## config.mk

```make
export PLATFORM = sky130hd
export DESIGN_NAME = mem_port_arbiter_flat
export DESIGN_NICKNAME = d
export VERILOG_FILES = /design/src/rtl/mem_port_arbiter_if.sv /design/src/rtl/mem_port_arbiter.sv /design/src/flat_wrapper.sv
export SDC_FILE = /design/constraint.sdc
export NUM_CORES = 1
export LEC_CHECK = 0
export ABC_CLOCK_PERIOD_IN_PS = 1700
export BUFFER_PORTS_ARGS = -buffer_cell sky130_fd_sc_hd__buf_2
export CELL_PAD_IN_SITES_DETAIL_PLACEMENT = 0
export CELL_PAD_IN_SITES_GLOBAL_PLACEMENT = 1
export CORE_MARGIN = 2
export CORE_UTILIZATION = 31
export DETAILED_ROUTE_END_ITERATION = 6
export PLACE_DENSITY_LB_ADDON = 0.1
export RECOVER_POWER = 100
export SLEW_MARGIN = 20
export SYNTH_ARGS = -nofsm -noshare
export SYNTH_HDL_FRONTEND = slang
export SYNTH_SLANG_ARGS = --single-unit
```

## constraint.sdc

```tcl
create_clock -name clka -period 1.7 [get_ports clka]
set_clock_uncertainty 0.2 [all_clocks]
set_input_delay 0.34 -clock clka [delete_from_list [all_inputs] [get_ports clka]]
set_output_delay 0.34 -clock clka [all_outputs]
set_load 0.02 [all_outputs]
```

## src/rtl/mem_port_arbiter_if.sv

```systemverilog
// Bus bundle between the pipeline fetch/data ports, the arbiter and the shared RAM.
// The arbiter takes the slave view; the pipeline plus RAM side takes the master view.
interface mem_port_arbiter_if;
    logic        inst_req;
    logic [31:0] inst_addr;
    logic [31:0] inst_rdata;
    logic        inst_ready;
    logic        stall_f;
    logic        data_req;
    logic [3:0]  data_we;
    logic [31:0] data_addr;
    logic [31:0] data_wdata;
    logic [31:0] data_rdata;
    logic        data_ready;
    logic        stall_m;
    logic        ram_en;
    logic [3:0]  ram_we;
    logic [31:0] ram_addr;
    logic [31:0] ram_wdata;
    logic [31:0] ram_rdata;

    modport slave (
        input  inst_req, inst_addr, data_req, data_we, data_addr, data_wdata, ram_rdata,
        output inst_rdata, inst_ready, stall_f, data_rdata, data_ready, stall_m,
               ram_en, ram_we, ram_addr, ram_wdata
    );

    modport master (
        output inst_req, inst_addr, data_req, data_we, data_addr, data_wdata, ram_rdata,
        input  inst_rdata, inst_ready, stall_f, data_rdata, data_ready, stall_m,
               ram_en, ram_we, ram_addr, ram_wdata
    );
endinterface

```

## src/rtl/mem_port_arbiter.sv

```systemverilog
// Shares one synchronous single-port RAM between instruction fetch and data memory,
// data first with a starvation guard that forces an instruction grant.
//
// state | meaning
// IDLE  | arbitrate between pending requests, load RAM command registers
// ISSUE | ram_en high for one cycle
// WAIT  | count down remaining RAM read latency
// DONE  | owner ready pulse, read data bypassed then captured
module mem_port_arbiter #(
    parameter int RAM_LAT      = 1,
    parameter int STARVE_LIMIT = 4
) (
    input  logic              clka,
    input  logic              rst,
    mem_port_arbiter_if.slave bus
);
    typedef enum logic [1:0] {IDLE, ISSUE, WAIT, DONE} state_t;

    localparam logic [3:0] STARVE_MAX = 4'(STARVE_LIMIT);
    localparam logic [2:0] LAT_INIT   = 3'(RAM_LAT - 1);

    state_t      state_q, state_d;
    logic        owner_data_q, owner_data_d;
    logic        is_read_q, is_read_d;
    logic        ram_en_q, ram_en_d;
    logic [3:0]  ram_we_q, ram_we_d;
    logic [31:0] ram_addr_q, ram_addr_d;
    logic [31:0] ram_wdata_q, ram_wdata_d;
    logic [2:0]  lat_cnt_q, lat_cnt_d;
    logic [3:0]  starve_cnt_q, starve_cnt_d;
    logic        inst_ready_q, inst_ready_d;
    logic        data_ready_q, data_ready_d;
    logic [31:0] inst_rdata_q, inst_rdata_d;
    logic [31:0] data_rdata_q, data_rdata_d;
    logic        grant_data;
    logic        finish;
    logic        unused_addr_bits;

    // RAM is word addressed; the byte offset is deliberately dropped.
    assign unused_addr_bits = ^{bus.inst_addr[1:0], bus.data_addr[1:0]};

    assign grant_data = bus.data_req & (~bus.inst_req | (starve_cnt_q < STARVE_MAX));

    always_comb begin
        state_d      = state_q;
        owner_data_d = owner_data_q;
        is_read_d    = is_read_q;
        ram_en_d     = 1'b0;
        ram_we_d     = 4'b0;
        ram_addr_d   = ram_addr_q;
        ram_wdata_d  = ram_wdata_q;
        lat_cnt_d    = lat_cnt_q;
        starve_cnt_d = starve_cnt_q;
        inst_ready_d = 1'b0;
        data_ready_d = 1'b0;
        inst_rdata_d = inst_rdata_q;
        data_rdata_d = data_rdata_q;
        finish       = 1'b0;

        case (state_q)
            IDLE: begin
                if (!bus.inst_req) starve_cnt_d = 4'd0;
                if (grant_data) begin
                    owner_data_d = 1'b1;
                    is_read_d    = (bus.data_we == 4'b0);
                    ram_en_d     = 1'b1;
                    ram_we_d     = bus.data_we;
                    ram_addr_d   = {bus.data_addr[31:2], 2'b00};
                    ram_wdata_d  = bus.data_wdata;
                    if (bus.inst_req && starve_cnt_q != STARVE_MAX)
                        starve_cnt_d = starve_cnt_q + 4'd1;
                    state_d = ISSUE;
                end else if (bus.inst_req) begin
                    owner_data_d = 1'b0;
                    is_read_d    = 1'b1;
                    ram_en_d     = 1'b1;
                    ram_addr_d   = {bus.inst_addr[31:2], 2'b00};
                    ram_wdata_d  = 32'd0;
                    starve_cnt_d = 4'd0;
                    state_d      = ISSUE;
                end
            end
            ISSUE: begin
                if (!is_read_q || RAM_LAT == 1) begin
                    finish = 1'b1;
                end else begin
                    lat_cnt_d = LAT_INIT;
                    state_d   = WAIT;
                end
            end
            WAIT: begin
                if (lat_cnt_q <= 3'd1) begin
                    lat_cnt_d = 3'd0;
                    finish    = 1'b1;
                end else begin
                    lat_cnt_d = lat_cnt_q - 3'd1;
                end
            end
            DONE: begin
                if (is_read_q) begin
                    if (owner_data_q) data_rdata_d = bus.ram_rdata;
                    else              inst_rdata_d = bus.ram_rdata;
                end
                state_d = IDLE;
            end
            default: state_d = IDLE;
        endcase

        // Ready is registered, so it is raised on entry to DONE.
        if (finish) begin
            state_d      = DONE;
            inst_ready_d = ~owner_data_q;
            data_ready_d = owner_data_q;
        end
    end

    always_ff @(posedge clka) begin
        if (rst) begin
            state_q      <= IDLE;
            owner_data_q <= 1'b0;
            is_read_q    <= 1'b0;
            ram_en_q     <= 1'b0;
            ram_we_q     <= 4'b0;
            ram_addr_q   <= 32'd0;
            ram_wdata_q  <= 32'd0;
            lat_cnt_q    <= 3'd0;
            starve_cnt_q <= 4'd0;
            inst_ready_q <= 1'b0;
            data_ready_q <= 1'b0;
            inst_rdata_q <= 32'd0;
            data_rdata_q <= 32'd0;
        end else begin
            state_q      <= state_d;
            owner_data_q <= owner_data_d;
            is_read_q    <= is_read_d;
            ram_en_q     <= ram_en_d;
            ram_we_q     <= ram_we_d;
            ram_addr_q   <= ram_addr_d;
            ram_wdata_q  <= ram_wdata_d;
            lat_cnt_q    <= lat_cnt_d;
            starve_cnt_q <= starve_cnt_d;
            inst_ready_q <= inst_ready_d;
            data_ready_q <= data_ready_d;
            inst_rdata_q <= inst_rdata_d;
            data_rdata_q <= data_rdata_d;
        end
    end

    assign bus.ram_en     = ram_en_q;
    assign bus.ram_we     = ram_we_q;
    assign bus.ram_addr   = ram_addr_q;
    assign bus.ram_wdata  = ram_wdata_q;
    assign bus.inst_ready = inst_ready_q;
    assign bus.data_ready = data_ready_q;
    assign bus.inst_rdata = (state_q == DONE && is_read_q && !owner_data_q) ? bus.ram_rdata : inst_rdata_q;
    assign bus.data_rdata = (state_q == DONE && is_read_q &&  owner_data_q) ? bus.ram_rdata : data_rdata_q;
    assign bus.stall_f    = bus.inst_req & ~inst_ready_q;
    assign bus.stall_m    = bus.data_req & ~data_ready_q;
endmodule

```

## src/flat_wrapper.sv

```systemverilog
// flat-port wrapper written by rule: the top's interface ports become plain ports
module mem_port_arbiter_flat 
#(
    parameter int RAM_LAT      = 1,
    parameter int STARVE_LIMIT = 4
)
  (clka, rst, bus_inst_req, bus_inst_addr, bus_data_req, bus_data_we, bus_data_addr, bus_data_wdata, bus_ram_rdata, bus_inst_rdata, bus_inst_ready, bus_stall_f, bus_data_rdata, bus_data_ready, bus_stall_m, bus_ram_en, bus_ram_we, bus_ram_addr, bus_ram_wdata);
  mem_port_arbiter_if bus_i ();
  input  logic clka;
  input  logic rst;
  input wire logic [$bits(bus_i.inst_req)-1:0] bus_inst_req;
  input wire logic [$bits(bus_i.inst_addr)-1:0] bus_inst_addr;
  input wire logic [$bits(bus_i.data_req)-1:0] bus_data_req;
  input wire logic [$bits(bus_i.data_we)-1:0] bus_data_we;
  input wire logic [$bits(bus_i.data_addr)-1:0] bus_data_addr;
  input wire logic [$bits(bus_i.data_wdata)-1:0] bus_data_wdata;
  input wire logic [$bits(bus_i.ram_rdata)-1:0] bus_ram_rdata;
  output wire logic [$bits(bus_i.inst_rdata)-1:0] bus_inst_rdata;
  output wire logic [$bits(bus_i.inst_ready)-1:0] bus_inst_ready;
  output wire logic [$bits(bus_i.stall_f)-1:0] bus_stall_f;
  output wire logic [$bits(bus_i.data_rdata)-1:0] bus_data_rdata;
  output wire logic [$bits(bus_i.data_ready)-1:0] bus_data_ready;
  output wire logic [$bits(bus_i.stall_m)-1:0] bus_stall_m;
  output wire logic [$bits(bus_i.ram_en)-1:0] bus_ram_en;
  output wire logic [$bits(bus_i.ram_we)-1:0] bus_ram_we;
  output wire logic [$bits(bus_i.ram_addr)-1:0] bus_ram_addr;
  output wire logic [$bits(bus_i.ram_wdata)-1:0] bus_ram_wdata;
  assign bus_i.inst_req = bus_inst_req;
  assign bus_i.inst_addr = bus_inst_addr;
  assign bus_i.data_req = bus_data_req;
  assign bus_i.data_we = bus_data_we;
  assign bus_i.data_addr = bus_data_addr;
  assign bus_i.data_wdata = bus_data_wdata;
  assign bus_i.ram_rdata = bus_ram_rdata;
  assign bus_inst_rdata = bus_i.inst_rdata;
  assign bus_inst_ready = bus_i.inst_ready;
  assign bus_stall_f = bus_i.stall_f;
  assign bus_data_rdata = bus_i.data_rdata;
  assign bus_data_ready = bus_i.data_ready;
  assign bus_stall_m = bus_i.stall_m;
  assign bus_ram_en = bus_i.ram_en;
  assign bus_ram_we = bus_i.ram_we;
  assign bus_ram_addr = bus_i.ram_addr;
  assign bus_ram_wdata = bus_i.ram_wdata;
  mem_port_arbiter #(.RAM_LAT(RAM_LAT), .STARVE_LIMIT(STARVE_LIMIT)) u_core (.clka(clka), .rst(rst), .bus(bus_i));
endmodule
```

==> metrics.md, run 1 <==
| Metric | Value |
|---|---|
| Post-synth top area cell | `dfxtp_1` |
| HPWL after detailed placement | `11400 um` |
| Clock-pin slew on the worst setup and hold paths | `0.07 ns` |
| Initial antenna violation count | `1` |
| Status | `finished, violations left` |
| Synth unique cells | `39` |
| Area of the core | `18100 um2` |
| Die Height | `141 um` |
| End of the worst register-to-register path | `u_core.bus.ram_wdata[31]$_SDFFE_PP0P_` |
| DP Worst Slack | `-0.198 ns` |
| I/O pin total | `273` |
| CP Data Arrival Time | `1.79 ns` |
| Setup repair after global routing missed its margin | `true` |
| TritonCTS clock tree | `built` |
| Hold Vio Cnt, Final | `0` |
| Die width | `141 um` |
| Vias | `5303` |
| YS warnings | `0` |
| First-pass GRT wire length | `between 20000 and 30000 um` |
| Avg Cell Area, Syn | `10.7 um2` |
| Post-synth EDFFs | `0` |
| Pre-antenna DRT Iters | `4` |
| Worst path required time | `1.16 ns` |
| P&R area growth vs syn | `68.4%` |
| Drt via density | `4.69` |
| HP Start | `bus_inst_addr[22]` |
| Period utilization | `1.37` |
| Hold path depth | `3` |
| Critical register-to-register path startpoint | `u_core.state_q[0]$_SDFFE_PP0P_` |
| Startpoint types | `flip-flop` |
| Largest net degree at the start of global routing | `a little under 90` |
| Vias in the first global route | `5474` |
| Post-route DRC | `0` |
| Relative slew slack | `0.666` |
| P_int | `8.77 mW` |
| Commonest non-fill, non-tap cell in the layout | `dfxtp_1` |
| Power density over the cells | `1380 nW/um2` |
| Post-synth top area share | `0.499` |
| Final Max Slew Viols | `0` |
| Root buffer cell | `clkbuf_16` |
| Design Power | `approximately 13 mW` |
| Congestion Overflow GR | `0` |
| Most frequent cells in the layout | `142 x dfxtp_1, 141 x buf_2, 69 x clkbuf_1, 59 x buf_6, 56 x nor2b_1` |
| Cts bufs inserted | `17` |
| Fin cells | `1130` |
| Switching part of the total | `0.349` |
| Post-Synthesis Cell Area | `around 5800 um2` |
| Share of cells above drive strength 1 | `0.463` |
| Final setup margin | `-0.629 ns` |
| GRT Total Usage | `0.187` |
| Asr flop ratio synth | `0` |
| CTS H-tree lvls | `4` |
| Row Count | `49` |
| Combinational Power Share | `0.413` |
| Drt initial violations | `164` |
| Placed Cells | `1019` |
| Placed cell area | `7490 um2` |
| WL final | `19000 um` |
| Final setup viols | `139` |
| GR Util met1 | `0.218` |
| Clock sink count | `144` |
| Max Clk Rate | `429 MHz` |
| CTS max path bufs | `2` |
| Die ar. | `19700 um2` |
| Sw power | `4.70 mW` |
| Yosys reg bits | `144` |
| Routed WL per cell | `16.8 um` |
| Synth Flop Type | `dfxtp_1` |
| Met3 GRT Util | `0.0526` |
| Gate count after technology mapping | `540` |
| Reg2reg path depth | `8` |
| GP Congestion | `0.786` |
| Slew @ Worst Pin | `0.502 ns` |
| Global route hottest layer | `met2` |
| Final #Nets | `1031` |
| GR Layer Usage met2 | `0.329` |
| Lkg Pwr | `between 4 and 5 nW` |
| Failing checks | `negative setup slack` |
| Critical path type | `reg -> out` |
| Starting Density | `0.318` |
| Min Tclk post-route | `about 2.3 ns` |
| Clock group share of total power | `0.272` |
| HP Class | `in -> reg` |
| Worst skew pair latency | `about 0.42 ns` |
| Antenna Nets Post-Route | `0` |
| Peak supply drop | `0.816 mV` |
| Number of port buffers | `266` |
| FF-to-FF setup slack | `-0.18 ns` |
| CP max FO | `13` |
| Seq pwr share | `0.315` |
| Max-Cap Viols | `0` |
| CP endpoint kind | `output port` |
| Finished Cell Area | `9730 um2` |
| Synth top area cells | `dfxtp_1 50%, nor2b_1 7.1%, mux2_4 6.8%` |
| Hold EP | `u_core.bus.ram_addr[22]$_SDFFE_PP0P_` |
| Sequential-to-total area share from yosys stat | `0.499` |
## logic make-up (layout without fill, tap and decap cells)
kind of cell,count (synthesis),count (layout),share of synthesized area
and+or+nand+nor,221,222,0.213
DFF,144,144,0.499
muxes,65,65,0.144
buffers and inverters,52,410,0.0535
AOI/OAI and AO/OA,47,47,0.0695
adders and majority gates,8,8,0.0173
xor gates and xnor gates,2,2,0.00303
other,1,3,0.000649
## power groups by stage
stage / registers [mW] / logic [mW] / clock network (mW)
after floorplan: 4.83 / 1.84 / 0
after global placement: 4.28 / 3.59 / 0
after detailed placement: 4.29 / 3.64 / 0
after CTS: 4.22 / 5.13 / 3.78
after global routing: 4.31 / 5.96 / 3.95
final: 4.25 / 5.56 / 3.66
## registers in the layout (all words and copies together) (netlist names), 2 cells and up
name,cells
u_core.bus.ram_addr,30
u_core.bus.ram_wdata,32
u_core.bus.ram_we,4
u_core.data_rdata_q,32
u_core.inst_rdata_q,32
u_core.lat_cnt_q,3
u_core.starve_cnt_q,4
u_core.state_q,2
## worst max-delay path by stage
stage	end	slack, ns	cells after the start	startpoint
after floorplan	u_core.state_q[0]$_SDFFE_PP0P_	-0.002	6	u_core.state_q[0]$_SDFFE_PP0P_
after global placement	u_core.bus.ram_wdata[25]$_SDFFE_PP0P_	-0.43	5	u_core.state_q[0]$_SDFFE_PP0P_
after detailed placement	bus_inst_rdata[29]	-0.20	5	u_core.state_q[0]$_SDFFE_PP0P_
after CTS	bus_inst_rdata[29]	-0.66	5	u_core.state_q[0]$_SDFFE_PP0P_
after global routing	bus_inst_rdata[2]	-0.69	5	u_core.state_q[0]$_SDFFE_PP0P_
final	bus_inst_rdata[2]	-0.63	5	u_core.state_q[1]$_SDFFE_PP0P_
## worst max-delay path, stage by stage, from the launching register on
cell,delay [ns]
dfxtp_4,0.35
ha_4,0.18
nand3b_4,0.15
buf_16,0.17
mux2_2,0.35
buf_4,0.16
## per-stage QoR
stage / utilization / hold slack (ns) / TNS, ns
2_1_floorplan: - / 0.262 / -0.00210
3_3_place_gp: 0.412 / 0.251 / -24.20
3_5_place_dp: 0.413 / 0.252 / -13.67
4_1_cts: 0.504 / 0.0564 / -48.65
5_1_grt: 0.536 / 0.0369 / -55.98
6_report: 0.536 / 0.0204 / -46.77
## synthesized netlist by cell type, types with 2 or more instances
library cell    n
nor4_1         30
ha_1            8
mux2_1         25
a21oi_1         3
nor3_1         63
a22o_1         32
mux2_4         26
a211oi_1        2
inv_1           7
buf_4           8
nor2b_1        66
mux2_2         14
dfxtp_1       144
nor2_1         43
clkbuf_1       10
buf_6           8
a21o_1          2
and2_1          5
nor2b_4         2
buf_2          19
nand2_1         3
nor3b_1         3
## cell type report
| type | count | area (um2) |
|---|---|---|
| clock inverter | 13 | 128 |
| sequential | 144 | 2890 |
| antenna | 1 | 2.50 |
| fill | 1652 | 8420 |
| tap | 229 | 287 |
| multi-input combinational | 346 | 2950 |
| inverter | 7 | 28.8 |
| timing repair buffer | 371 | 2990 |
| clock buffer | 19 | 453 |
## routing by layer
layer	share of wire	wire length (um)	vias up
met1	0.42	8010	2503
met3	0.055	1040	29
met2	0.50	9590	175
met4	0.019	370	0
met5	0	0	-
li1	-	-	2596
## repair_timing
action	in CTS	in global routing
setup buffers	14	13
endpoints found under the setup margin	106	154
endpoints found under the hold margin	36	0
pin swaps	7	31
hold buffers	36	0
gates resized for setup	66	145
gates cloned	13	4
No activity file was read; power rests on OpenSTA's default activity.
==> inputs of run 2 (changes only) <==
--- a/config.mk
+++ b/config.mk
@@ -5,12 +5,12 @@
 export SDC_FILE = /design/constraint.sdc
 export NUM_CORES = 1
 export LEC_CHECK = 0
-export ABC_CLOCK_PERIOD_IN_PS = 1700
+export ABC_CLOCK_PERIOD_IN_PS = 2600
 export BUFFER_PORTS_ARGS = -buffer_cell sky130_fd_sc_hd__buf_2
 export CELL_PAD_IN_SITES_DETAIL_PLACEMENT = 0
 export CELL_PAD_IN_SITES_GLOBAL_PLACEMENT = 1
 export CORE_MARGIN = 2
-export CORE_UTILIZATION = 31
+export CORE_UTILIZATION = 34
 export DETAILED_ROUTE_END_ITERATION = 6
 export PLACE_DENSITY_LB_ADDON = 0.1
 export RECOVER_POWER = 100
==> constraint.sdc (replaced) <==
create_clock -name clka -period 2.6 [get_ports clka]
set_clock_uncertainty 0.2 [all_clocks]
set_input_delay 0.52 -clock clka [delete_from_list [all_inputs] [get_ports clka]]
set_output_delay 0.52 -clock clka [all_outputs]
set_load 0.02 [all_outputs]
==> run 2 against run 1 <==
Compared with the run above:
- the run now ends clean
- cell count fell by 9.1%
- global-route usage fell by 2.4 points
- critical endpoint is now bus_data_rdata[17]
- utilization fell by 5.6 points
- clock power fell by 28%
- die area fell by 8.6%
- register-to-register slack improved by 0.51 ns
- critical path depth fell by 1
- sequential cell count did not move
==> metrics.md, run 2 (synthesized netlist as in run 1, its figures left out) <==
| Metric | Value |
|---|---|
| Fin cells | `1027 (-9.1%)` |
| TritonCTS clock tree | `built` |
| Lkg Pwr | `3.94 nW (-9.4%)` |
| Initial antenna violation count | `0 (-1)` |
| I/O pin total | `273 (unchanged)` |
| Hold Vio Cnt, Final | `0 (unchanged)` |
| Min Tclk post-route | `2.55 ns` |
| Routed WL per cell | `15.1 um (-10%)` |
| Placed Cells | `991 (-2.7%)` |
| Row Count | `47 (-4.1%)` |
| Clock sink count | `144 (unchanged)` |
| Post-CTS Hold Buffers | `0 (-100%)` |
| HP Class | `in -> reg` |
| Post-route DRC | `0 (unchanged)` |
| Peak supply drop | `0.480 mV (-41%)` |
| Starting Density | `0.348 (+0.0300)` |
| Final #Nets | `938 (-9.0%)` |
| GP Congestion | `0.747 (-4.9%)` |
| Area of the core | `16600 um2 (-8.6%)` |
| Pre-antenna DRT Iters | `4 (unchanged)` |
| Status | `finished, final reports clean` |
| Max-Cap Viols | `0 (unchanged)` |
| Die width | `134 um (-4.4%)` |
| Hold path depth | `2 (-1)` |
| Slew @ Worst Pin | `0.918 ns (+0.416 ns)` |
| Largest net degree at the start of global routing | `97 (+9.0%)` |
| CP Data Arrival Time | `1.83 ns (+0.04 ns)` |
| Post-Route Utilization | `0.480 (-0.0564)` |
| # diodes | `0 (-1)` |
| Commonest non-fill, non-tap cell in the layout | `buf_2` |
| CP max FO | `16 (+3)` |
| Max Clk Rate | `a little under 400 MHz` |
| P&R area growth vs syn | `37.7%` |
| Clock-pin slew on the worst setup and hold paths | `0.06 ns (about the same)` |
| Slowest stage delay, CP | `0.55 ns (+0.20 ns)` |
| First-pass GRT wire length | `23500 um (-19%)` |
| Relative slew slack | `0.386 (-0.280)` |
| Root buffer cell | `clkbuf_16` |
| CP endpoint kind | `output port` |
| Die Height | `134 um (-4.4%)` |
| Design Power | `7.59 mW (-44%)` |
| Drt initial violations | `199 (+21%)` |
| Final setup viols | `0 (-100%)` |
| Worst path required time | `1.88 ns (+0.72 ns)` |
| Number of port buffers | `266 (unchanged)` |
| Most frequent cells in the layout | `258 x buf_2, 141 x dfxtp_1, 66 x nor2b_1, 63 x nor3_1, 43 x nor2_1` |
| Congestion Overflow GR | `0 (unchanged)` |
| Vias in the first global route | `4623 (-16%)` |
| CTS max path bufs | `2 (unchanged)` |
| Power density over the cells | `955 nW/um2 (-31%)` |
| Cts bufs inserted | `17 (unchanged)` |
| Crit-path cells | `nand3_4 -> clkbuf_16 -> mux2_4 -> buf_2` |
| Drt via density | `4.77 (+1.7%)` |
| Period utilization | `0.981` |
| Worst skew pair latency | `0.41 ns (about the same)` |
| Reg2reg path depth | `7 (-1)` |
| CTS H-tree lvls | `4 (unchanged)` |
| Die ar. | `18000 um2 (-8.6%)` |
| Startpoint types | `flip-flop` |
| Critical path type | `reg -> out` |
| HPWL after detailed placement | `10200 um (-10%)` |
| Antenna Nets Post-Route | `0 (unchanged)` |
| Final Max Slew Viols | `0 (unchanged)` |
| Vias | `4901 (-7.6%)` |
| Share of cells above drive strength 1 | `0.440 (-0.0234)` |
| GRT Total Usage | `0.164 (-0.0235)` |
| CP max-delay cell | `dfxtp_1` |
| WL final | `15500 um (-19%)` |
| Fill cells | `1603 (-3.0%)` |
-- run 2: cell count changes in the layout (fill, tap and decap cells not counted), sizes merged, moves of 3 or more --
cell	before	now
buf	262	269
clkbuf	92	27
dlygate4sd3	36	0
bufinv	1	4
-- run 2: what timing repair did --
item                                    4_1_cts  5_1_grt
buffers inserted                              2        0
endpoints found under the hold margin         0        0
gates cloned                                  1        1
endpoints found under the setup margin       64        7
resized for setup                             5        2
-- run 2: final timing paths --
path | slack (ns) | start | end
worst max register to register | 0.33 | u_core.state_q[0]$_SDFFE_PP0P_ | u_core.bus.ram_addr[26]$_SDFFE_PP0P_
worst min-delay path | 0.12 | bus_data_wdata[28] | u_core.bus.ram_wdata[28]$_SDFFE_PP0P_
worst min register to register | 0.27 | u_core.bus.ram_wdata[0]$_SDFFE_PP0P_ | u_core.bus.ram_wdata[0]$_SDFFE_PP0P_
worst max-delay path | 0.05 | u_core.is_read_q$_SDFFE_PP0P_ | bus_data_rdata[17]
-- run 2: final cells by class --
class                      instances  area (um2)  share of cell area
tap                              220         275              0.0346
multi-input combinational        346        2630               0.331
inverter                           7        26.3             0.00330
clock buffer                      18         439              0.0552
timing repair buffer             278        1490               0.188
sequential                       144        2890               0.363
clock inverter                    14         201              0.0253
-- run 2: metal layers --
metal  up-vias  share of wire  global-route usage
met3        13          0.067              0.0472
li1       2401              -                   -
met1      2316           0.44               0.205
met5         -              0                   0
met4         0          0.014              0.0585
met2       171           0.48               0.270
-- run 2: power by group --
part	leakage, nW	total [mW]	internal [mW]	switching, mW
clock network	0.308	2.63	1.65	0.978
registers	1.17	2.78	2.57	0.213
logic	2.46	2.18	0.795	1.39
total	3.94	7.59	5.01	2.58
-- run 2: per-stage QoR --
stage	hold WS, ns	worst slack (ns)	cell area, um2	TNS, ns
2_1_floorplan	0.268	0.599	5780	0
3_3_place_gp	0.252	0.119	7210	0
3_5_place_dp	0.251	0.0792	7220	0
4_1_cts	0.103	-0.00674	7930	-0.0250
5_1_grt	0.108	-0.00577	7950	-0.0176
6_report	0.122	0.0481	7950	0
-- run 2: worst max-delay path, delay by kind of cell, from the launching register on --
family	cells	cell delay, ns
DFF	1	0.55
buffers and inverters	2	0.39
muxes	1	0.32
and+or+nand+nor	1	0.16
==> inputs of run 3 (changes only) <==
--- a/config.mk
+++ b/config.mk
@@ -9,6 +9,7 @@
 export BUFFER_PORTS_ARGS = -buffer_cell sky130_fd_sc_hd__buf_2
 export CELL_PAD_IN_SITES_DETAIL_PLACEMENT = 0
 export CELL_PAD_IN_SITES_GLOBAL_PLACEMENT = 1
+export CORE_ASPECT_RATIO = 0.8
 export CORE_MARGIN = 2
 export CORE_UTILIZATION = 34
 export DETAILED_ROUTE_END_ITERATION = 6
==> run 3 against run 2 <==
Compared with the run above:
- count of clock-buffer cells in the layout is 2 higher
- routed wire length is 0.71% higher
- clock power is 13% lower
- via count is 1.5% lower
- sequential share of layout area is 0.69 points higher
- sequential cell count stayed put
- critical endpoint is now bus_data_rdata[0]
- largest cell class unchanged
- largest power group unchanged
==> metrics.md, run 3 (synthesized netlist as in run 1, its figures left out) <==
| Metric | Value |
|---|---|
| Reg2reg path depth | `7 (unchanged)` |
| Die Height | `121 um (-10%)` |
| Hold Vio Cnt, Final | `0 (unchanged)` |
| Design Power | `7.18 mW (-5.5%)` |
| GP Congestion | `0.805 (+7.7%)` |
| Max Clk Rate | `392 MHz (about the same)` |
| Die ar. | `18100 um2 (about the same)` |
| # diodes | `0 (unchanged)` |
| Finished Cell Area | `7810 um2 (-1.8%)` |
| Initial antenna violation count | `1 (+1)` |
| DP Worst Slack | `0.267 ns (+0.188 ns)` |
| Vias in the first global route | `4832 (+4.5%)` |
| Congestion Overflow GR | `0 (unchanged)` |
| Peak supply drop | `0.426 mV (-11%)` |
| Vias | `4828 (-1.5%)` |
| Critical register-to-register path startpoint | `u_core.state_q[0]$_SDFFE_PP0P_` |
| CP endpoint kind | `output port` |
| Critical path type | `reg -> out` |
| Die width | `150 um (+11%)` |
| CTS max path bufs | `2 (unchanged)` |
| Worst skew pair latency | `0.41 ns (about the same)` |
| CTS H-tree lvls | `4 (unchanged)` |
| Slew @ Worst Pin | `1.07 ns (+0.157 ns)` |
| Hold path depth | `2 (unchanged)` |
| Clock-pin slew on the worst setup and hold paths | `0.06 ns (about the same)` |
| Min Tclk post-route | `2.55 ns (+0.00211 ns)` |
| I/O pin total | `273 (unchanged)` |
| Placed cell area | `7250 um2 (+0.45%)` |
| End of the worst register-to-register path | `u_core.bus.ram_addr[12]$_SDFFE_PP0P_` |
| Lkg Pwr | `3.64 nW (-7.5%)` |
| Row Count | `42 (-11%)` |
| Max-Cap Viols | `0 (unchanged)` |
| TritonCTS clock tree | `built` |
| Post-CTS Hold Buffers | `0 (unchanged)` |
| Fill cells | `1634 (+1.9%)` |
| Commonest non-fill, non-tap cell in the layout | `buf_2` |
| Number of port buffers | `266 (unchanged)` |
| Largest net degree at the start of global routing | `108 (+11%)` |
| Antenna Nets Post-Route | `0 (unchanged)` |
| Area of the core | `16600 um2 (+0.14%)` |
| Drt via density | `4.70 (-1.5%)` |
| HP Class | `in -> reg` |
| FF-to-FF setup slack | `0.25 ns (-0.08 ns)` |
| Share of cells above drive strength 1 | `0.367 (-0.0731)` |
| Status | `finished, final reports clean` |
| Power density over the cells | `919 nW/um2 (-3.7%)` |
| Final Max Slew Viols | `0 (unchanged)` |
| Clock sink count | `144 (unchanged)` |
| CP Data Arrival Time | `1.83 ns (about the same)` |
| GRT Total Usage | `0.167 (+0.00291)` |
| Routed WL per cell | `15.2 um (+0.71%)` |
| First-pass GRT wire length | `23600 um (+0.62%)` |
| Period utilization | `0.982 (about the same)` |
| HPWL after detailed placement | `10400 um (+2.4%)` |
| Post-route DRC | `0 (unchanged)` |
| Hold EP | `u_core.bus.ram_wdata[26]$_SDFFE_PP0P_` |
| Startpoint types | `flip-flop` |
| Most frequent cells in the layout | `193 x buf_2, 142 x dfxtp_1, 71 x clkbuf_1, 66 x nor2b_1, 63 x nor3_1` |
| Final setup viols | `0 (unchanged)` |
| Setup repair after global routing missed its margin | `true` |
| Drt initial violations | `171 (-14%)` |
| CP max FO | `16 (unchanged)` |
| Relative slew slack | `0.283 (-0.103)` |
| Post-Route Utilization | `0.470 (-0.00939)` |
| Cts bufs inserted | `17 (unchanged)` |
| Starting Density | `0.348 (-0.000472)` |
| WL final | `15600 um (+0.71%)` |
| HP Start | `bus_data_wdata[26]` |
| Final setup margin | `0.0460 ns (-0.00211 ns)` |
| Root buffer cell | `clkbuf_16` |
| Worst path required time | `1.88 ns (about the same)` |
| P&R area growth vs syn | `35.2%` |
| Pre-antenna DRT Iters | `4 (unchanged)` |
| Final #Nets | `938 (unchanged)` |
-- run 3: changes by cell type in the layout (fill, tap and decap cells not counted), sizes merged --
cell,change
bufinv,-3
clkbuf,+64
buf,-61
clkinv,+2
clkinvlp,+1
inv,-2
nand3b,-1
-- run 3: critical path, cell delays in order, from the launching register on --
cell,delay [ns]
dfxtp_2,0.37
ha_4,0.17
nand3_2,0.15
clkbuf_16,0.25
mux2_4,0.32
buf_2,0.17
-- run 3: stage by stage --
step                      setup TNS [ns]  instances  hold WS (ns)
after global routing              -0.572       1027        0.0988
after detailed placement               0        992         0.255
final                                  0       1027         0.118
after global placement                 0        992         0.253
after floorplan                        0        541         0.268
after CTS                        -0.0897       1026        0.0927
-- run 3: layout make-up --
cell class                      count  area, um2  area share
Timing Repair Buffer              279       1450       0.186
Clock buffer                       20        457      0.0585
Sequential cell                   144       2890       0.370
Inverter                            7       26.3     0.00336
Tap cell                          220        275      0.0353
Multi-Input combinational cell    345       2600       0.333
Clock inverter                     12        108      0.0138
-- run 3: layer usage --
layer | GRT usage | part of all wire | vias up
met5 | 0 | 0.00071 | -
met4 | 0.0566 | 0.011 | 2
met3 | 0.0555 | 0.069 | 17
met2 | 0.280 | 0.47 | 163
met1 | 0.201 | 0.45 | 2259
li1 | - | - | 2387
-- run 3: how the worst max path moves through the flow --
| stage | start | to | slack [ns] |
|---|---|---|---|
| floorplan | u_core.state_q[0]$_SDFFE_PP0P_ | bus_data_rdata[19] | 0.60 |
| global placement | bus_inst_req | u_core.bus.ram_wdata[13]$_SDFFE_PP0P_ | 0.25 |
| detailed placement | u_core.state_q[1]$_SDFFE_PP0P_ | bus_inst_rdata[15] | 0.27 |
| CTS | u_core.state_q[1]$_SDFFE_PP0P_ | bus_data_rdata[29] | -0.02 |
| global route | u_core.state_q[1]$_SDFFE_PP0P_ | bus_data_rdata[0] | -0.04 |
| finish | u_core.state_q[0]$_SDFFE_PP0P_ | bus_data_rdata[0] | 0.05 |
-- run 3: timing repair --
item / CTS / global route
endpoints found under the setup margin: 58 / 45
cloned: 1 / 1
hold endpoints to repair: 0 / 0
setup buffers: 1 / 0
gates resized for setup: 6 / 9
-- run 3: report_power, final --
part | switching, mW | internal (mW)
registers | 0.206 | 2.57
clock network | 0.937 | 1.37
logic | 1.38 | 0.716
total | 2.52 | 4.66
